`config.mk`:
```
export PLATFORM = sky130hd
export DESIGN_NAME = ddr_pi_code_stepper
export DESIGN_NICKNAME = d
export VERILOG_FILES = /design/src/rtl/ddr_pi_code_stepper.sv
export SDC_FILE = /design/constraint.sdc
export NUM_CORES = 1
export LEC_CHECK = 0
export ABC_AREA = 1
export CORE_ASPECT_RATIO = 1.25
export CORE_MARGIN = 5
export CORE_UTILIZATION = 30
export DETAILED_ROUTE_END_ITERATION = 12
export PLACE_DENSITY_LB_ADDON = 0.2
export SLEW_MARGIN = 20
export SYNTH_ARGS = -nofsm -noshare
export SYNTH_HDL_FRONTEND = slang
export SYNTH_SLANG_ARGS = --single-unit
export TNS_END_PERCENT = 1
```
`constraint.sdc`:
```
create_clock -name i_clk -period 1.8 [get_ports i_clk]
set_input_delay 0.27 -clock i_clk [delete_from_list [all_inputs] [get_ports i_clk]]
set_output_delay 0.27 -clock i_clk [all_outputs]
set_load 0.05 [all_outputs]
```
`src/rtl/ddr_pi_code_stepper.sv`:
```
// PI code stepper: walks the phase-interpolator code toward a requested
// target one LSB per step, along the shortest path around the code circle.
module ddr_pi_code_stepper #(
  parameter int          CWIDTH     = 6,
  parameter int          STEP_DLY   = 3,
  parameter int unsigned RESET_CODE = 0
) (
  input  logic              i_clk,
  input  logic              i_rst,
  input  logic              i_en,
  input  logic              i_req,
  input  logic [CWIDTH-1:0] i_target,
  output logic              o_busy,
  output logic              o_done,
  output logic [CWIDTH-1:0] o_pi_code,
  output logic              o_pi_en
);

  localparam int DW = (STEP_DLY > 1) ? $clog2(STEP_DLY + 1) : 1;
  localparam logic [DW-1:0] DLY = DW'(STEP_DLY);
  localparam logic [CWIDTH-1:0] RST_C = CWIDTH'(RESET_CODE);
  localparam logic [CWIDTH-1:0] HALF =
    {1'b1, {(CWIDTH-1){1'b0}}};

  localparam logic [0:0] S_IDLE = 1'b0;
  localparam logic [0:0] S_WALK = 1'b1;

  logic [0:0]        state;
  logic [CWIDTH-1:0] tgt;
  logic [DW-1:0]     cnt;
  logic              up;
  logic [CWIDTH-1:0] delta;
  logic              up_next;

  // Shortest-path direction; a half-circle tie goes upward.
  always_comb begin
    delta   = i_target - o_pi_code;
    up_next = (delta != '0) && (delta <= HALF);
  end

  // Walk FSM: abort on disable, finish on match, else step on dwell expiry.
  always_ff @(posedge i_clk) begin
    if (i_rst) begin
      state     <= S_IDLE;
      o_pi_code <= RST_C;
      tgt       <= RST_C;
      cnt       <= '0;
      up        <= 1'b0;
      o_done    <= 1'b0;
      o_pi_en   <= 1'b0;
    end else begin
      o_pi_en <= i_en;
      o_done  <= 1'b0;
      unique case (state)
        S_IDLE: begin
          if (i_en && i_req) begin
            tgt   <= i_target;
            up    <= up_next;
            cnt   <= DLY;
            state <= S_WALK;
          end
        end
        S_WALK: begin
          if (!i_en) begin
            state <= S_IDLE;
          end else if (o_pi_code == tgt) begin
            state  <= S_IDLE;
            o_done <= 1'b1;
          end else if (cnt == '0) begin
            o_pi_code <= up ? o_pi_code + 1'b1
                            : o_pi_code - 1'b1;
            cnt       <= DLY;
          end else begin
            cnt <= cnt - 1'b1;
          end
        end
        default: state <= S_IDLE;
      endcase
    end
  end

  // Busy simply mirrors the walk state.
  always_comb o_busy = (state == S_WALK);

endmodule
```
==> results.yml, run 1 <==
timing:
  hold_viol: 0
  rsz0062_at_grt: "false"
  final-max-slew-violation-count: 0
  timing.fmax_ghz: 0.6099
  period_needed_ns: 1.640
  period_share: 0.9108
  holdWs_ns: 0.4617
  worst_pin_slew_ns: 0.4951
  worst_slew_margin_rel: 0.6689
  fin_ws_ns: 0.1605
  finClkSkew_ns: 0.001745
  setup_viol: 0
finish:
  layout.cells.non_filler: 252
  fillers: 410
  multi_input_area_um2: 739.5
  area.growth.synth_to_final_pct: 29.02
  seqCellArea_um2: 366.6
  fin_nets: 221
  antenna-diode-count: 0
  drive_above_1_share: 0.1768
die:
  start_util: 0.3141
  chipHeight_um: 80.67
  core_mm2: 0.003816
  ios: 19
  fp.dieArea_mm2: 0.005367
  num_rows: 25
  die_w_um: 66.54
synthesis:
  synthArstFlopShare: 0
  synth_most_common_cell: "nand2_1"
  synth-main-ff-cell: "dfxtp_1"
  synth.area.top_cells: "dfxtp_1, nand2_1, ha_1"
  ys_seq_elements: 18
  synthTopCellsByCount: "nand2_1, inv_1, dfxtp_1"
  synth_fp_nets: 191
  yosysUniqueCellTypes: 21
  synth-edff-count: 0
  syn_avg_cell_area_um2: 7.051
  syn_inst: 170
  synth_largest_area_cell: "dfxtp_1"
  seq_area_frac_synth: 0.3006
  synth.cell_area_mm2: 0.001199
  yosys_warnings: 0
  synth_top_area_frac: 0.3006
min_path:
  min_path_type: "reg2reg"
routing:
  ant_nets: 0
  first_pass_iters: 4
  num_vias: 1122
  vias_per_cell: 4.452
  drt_wl_total_mm: 2.756
  wl_per_cell_um: 10.94
  remaining_drc_errors: 0
  drtIter0Drc: 78
critical_path:
  start_kind: "input pin"
  required_ns: 1.95
  cp-end-kind: "flip-flop"
  arrival_ns: 1.78
  cp_max_fo: 3
  critPathKind: "in2reg"
clock_network:
  cts-hold-fix-buffers: 0
  clk_latency_ns: 0.24
  clk_pin_slew_ns: 0.06
  htree_num_levels: 1
  ctsLongestPathBuffers: 2
  root_buffer: "clkbuf_8"
  tritoncts: "done"
  clkSinkCount: 18
  numCtsBuffers: 3
global_routing:
  grt_max_degree: 10
  antenna_found_initial: 0
  grt_pass1_wl_mm: 4.761
  first_global_vias: 1125
  grt_usage: 0.1102
  overflow: 0
status:
  outcome: "finished, final reports clean"
placement:
  pre_cts_slack_ns: -0.1500
  place_inst: 249
  gp_congestion: 0.8183
  dp_hpwl_mm: 2.261
  portBuffers: 18
pwr:
  vdd_drop_max_uv: 184.1
  p_per_area_mw_per_mm2: 637.5
  p_leak_nw: 0.7385
flow_run:
  max_cap_viol_count: 0
==> layout by cell type, fill, tap and decap left out, drive strengths merged <==
cell	synthesis	layout
a21o	1	1
a21oi	18	18
a31oi	1	1
buf	0	15
clkbuf	1	3
clkdlybuf4s50	0	11
dfxtp	18	18
fa	1	1
ha	10	10
inv	29	29
nand2	46	46
nand3	12	12
nand3b	2	2
nor2	12	12
nor3	1	1
o21ai	7	7
o21bai	1	1
or2	1	1
xnor2	2	2
xor2	7	7
==> where the power goes <==
part,switching [W],internal [W]
clock,0.000115,0.000148
sequential,0.0000154,0.000420
combinational,0.000167,0.000120
==> repair_timing <==
action | 4_1_cts | 5_1_grt
resized for setup | 0 | 5
setup buffers | 0 | 0
setup endpoints to repair | 0 | 1
==> layout make-up <==
type / count / area share
clock buffer: 3 / 0.02670
tap: 54 / 0.04369
timing repair buffer: 26 / 0.1440
sequential: 18 / 0.2371
multi-input combinational: 122 / 0.4782
inverter: 29 / 0.07039
==> cells by family after synthesis <==
family / share of synthesized area
AO/OA/AOI/OAI: 0.1441
AND/OR/NAND/NOR: 0.2745
flip-flops: 0.3006
adder cells (fa/ha/maj): 0.1211
buffers and inverters: 0.09394
XOR/XNOR: 0.06577
==> per-layer routing <==
layer,wire (µm),global-route usage
met1,1297,0.1345
met2,1381,0.2006
met3,67,0.01538
met4,9,0.02439
met5,0,0
==> path summary, 6_finish.rpt <==
kind	from	endpoint	slack, ns	depth (start not counted)
worst max-delay path	i_target[2]	up$_SDFFE_PP0P_	0.16	15
worst min-delay path	tgt[3]$_SDFFE_PP0P_	tgt[3]$_SDFFE_PP0P_	0.46	2
worst max register to register	o_pi_code[1]$_SDFFE_PP0P_	up$_SDFFE_PP0P_	0.22	13
worst min register to register	tgt[3]$_SDFFE_PP0P_	tgt[3]$_SDFFE_PP0P_	0.46	2
==> critical path, cell delays in order <==
cell and delay [ns]:
clkdlybuf4s50_1 0.50, ha_1 0.25, buf_4 0.15, nand2_1 0.05
inv_1 0.04, nand2_1 0.07, nand2_1 0.05, nand2_1 0.05
nand2_1 0.05, inv_1 0.07, nand2_1 0.05, nand2_1 0.05
nand3_1 0.06, nand2_1 0.06, inv_1 0.03
==> registers in the layout, summed over array words and instances (netlist names) <==
name,cells
o_pi_en,1
o_done,1
up,1
cnt,2
tgt,6
o_pi_code,6
o_busy,1
==> metrics by stage <==
step / area, µm² / total power (W) / util / TNS [ns]
floorplan: 1202 / 0.0006434 / - / 0
global placement: 1489 / 0.0007228 / 0.3902 / -0.1182
detailed placement: 1489 / 0.0007286 / 0.3902 / -0.1500
CTS: 1530 / 0.0009957 / 0.4010 / 0
global route: 1546 / 0.001057 / 0.4052 / 0
finish: 1546 / 0.0009859 / 0.4052 / 0
(Power assumes the default switching activity.)
==> inputs of run 2 (changes only) <==
--- a/config.mk
+++ b/config.mk
@@ -8,7 +8,7 @@
 export ABC_AREA = 1
 export CORE_ASPECT_RATIO = 1.25
 export CORE_MARGIN = 5
-export CORE_UTILIZATION = 30
+export CORE_UTILIZATION = 52
 export DETAILED_ROUTE_END_ITERATION = 12
 export PLACE_DENSITY_LB_ADDON = 0.2
 export SLEW_MARGIN = 20
==> run 2 against run 1 <==
Register-to-register slack lost 0.05 ns. Non-clock buffer count shrank 4. Total power is 3.0% lower. First-iteration DRC count down 71%. Sequential share of layout area grew 1.3 points. Largest power group unchanged.
==> results.yml, run 2 (synthesized netlist as in run 1, its figures left out) <==
finish:
  multi_input_area_um2: 728.2
  fillers: 225
  area.growth.synth_to_final_pct: 23.49
  seqCellArea_um2: 370.4
  final_cell_mix: "nand2_1, inv_1, dfxtp_1"
  reg_top3: "o_pi_code: 6 flops, tgt: 6 flops, cnt: 2 flops"
  antenna-diode-count: 0
  fin_nets: 217
  final_common_cell: "nand2_1"
  drive_above_1_share: 0.1538
clock_network:
  htree_num_levels: 1
  clk_latency_ns: 0.29
  clkSinkCount: 18
  numCtsBuffers: 3
  clk_pin_slew_ns: 0.10
  cts-hold-fix-buffers: 0
  ctsLongestPathBuffers: 2
  tritoncts: "done"
  root_buffer: "clkbuf_4"
die:
  chipHeight_um: 63.68
  num_rows: 19
  ios: 19
  fp.dieArea_mm2: 0.003371
  die_w_um: 52.94
  core_mm2: 0.002211
  start_util: 0.5422
critical_path:
  cp-end-kind: "output pin"
  cp_max_fo: 1
  arrival_ns: 1.41
  crit_path_max_incr_delay_ns: 0.79
  cp_top_family: "buffers and inverters"
  start_kind: "flip-flop"
  crit_start: "o_done$_SDFF_PP0_"
  critPathKind: "reg2out"
  ff2ff_setup_slack_ns: 0.17
  worstPathCellList: "clkdlybuf4s50_1"
  required_ns: 1.53
  slowest_stage: "clkdlybuf4s50_1"
  cp_num_buf_inv: 1
  timing.rr.start: "o_pi_code[2]$_SDFFE_PP0P_"
global_routing:
  overflow: 0
  grt_usage: 0.1683
  grt_pass1_wl_mm: 4.464
  grt_max_degree: 11
  antenna_found_initial: 0
  first_global_vias: 1110
routing:
  first_pass_iters: 4
  drt_wl_total_mm: 2.510
  remaining_drc_errors: 0
  vias_per_cell: 4.881
  num_vias: 1103
  wl_per_cell_um: 11.11
  drtIter0Drc: 23
  ant_nets: 0
placement:
  dp_hpwl_mm: 2.061
  portBuffers: 18
  pre_cts_slack_ns: -0.1387
  gp_congestion: 0.7733
timing:
  hold_viol: 0
  fin_ws_ns: 0.1235
  period_needed_ns: 1.677
  period_share: 0.9314
  worst_slew_margin_rel: 0.6632
  setup_viol: 0
  finClkSkew_ns: 0.006525
  holdWs_ns: 0.4648
  timing.fmax_ghz: 0.5965
  final-max-slew-violation-count: 0
  rsz0062_at_grt: "false"
  worst_pin_slew_ns: 0.5043
status:
  outcome: "finished, final reports clean"
pwr:
  vdd_drop_max_uv: 525.2
  p_per_area_mw_per_mm2: 645.8
  p_leak_nw: 0.7300
flow_run:
  max_cap_viol_count: 0
min_path:
  min_path_type: "reg2reg"
  hp-start: "tgt[3]$_SDFFE_PP0P_"
run 2: cell types whose count changed in the layout (fill, tap and decap cells not counted), sizes merged:
cell	previous run	this run
buf	15	10
clkbuf	3	4
dlymetal6s2s	0	1
run 2: metal layers:
| metal | up-vias | GRT usage | routed length (µm) |
|---|---|---|---|
| met5 | - | 0 | 0 |
| met2 | 17 | 0.2981 | 1282 |
| li1 | 587 | - | - |
| met3 | 4 | 0.02594 | 80 |
| met4 | 0 | 0.04792 | 25 |
| met1 | 495 | 0.2023 | 1121 |
run 2: through the flow:
step / total power, W / area [µm²] / utilization / setup TNS (ns) / instances
after floorplan: 0.0006434 / 1202 / - / 0 / 170
after global placement: 0.0007124 / 1433 / 0.6480 / -0.1089 / 222
after detailed placement: 0.0007236 / 1433 / 0.6480 / -0.1387 / 222
after CTS: 0.0009642 / 1469 / 0.6644 / 0 / 226
after global routing: 0.001023 / 1480 / 0.6695 / 0 / 226
final: 0.0009558 / 1480 / 0.6695 / 0 / 226
run 2: final timing paths:
check                              to  cells after the start
setup / recovery               o_done                      1
hold / removal    tgt[3]$_SDFFE_PP0P_                      2
setup reg to reg      up$_SDFFE_PP0P_                     11
hold reg to reg   tgt[3]$_SDFFE_PP0P_                      2
run 2: final cells by class:
class / count / area share
tap: 31 / 0.02620
timing repair buffer: 22 / 0.1336
inverter: 29 / 0.07354
clock buffer: 4 / 0.02451
sequential: 18 / 0.2502
multi-input combinational: 122 / 0.4920
run 2: repair_timing:
| action | CTS | global route |
|---|---|---|
| setup buffers | 0 | 0 |
| gates resized for setup | 0 | 5 |
| endpoints found under the setup margin | 0 | 2 |
run 2: where the power goes:
group	leakage [nW]	internal, W	switching [W]
combinational	0.559	0.000114	0.000162
sequential	0.150	0.000419	0.0000168
clock	0.0210	0.000123	0.000121
total	0.730	0.000657	0.000299
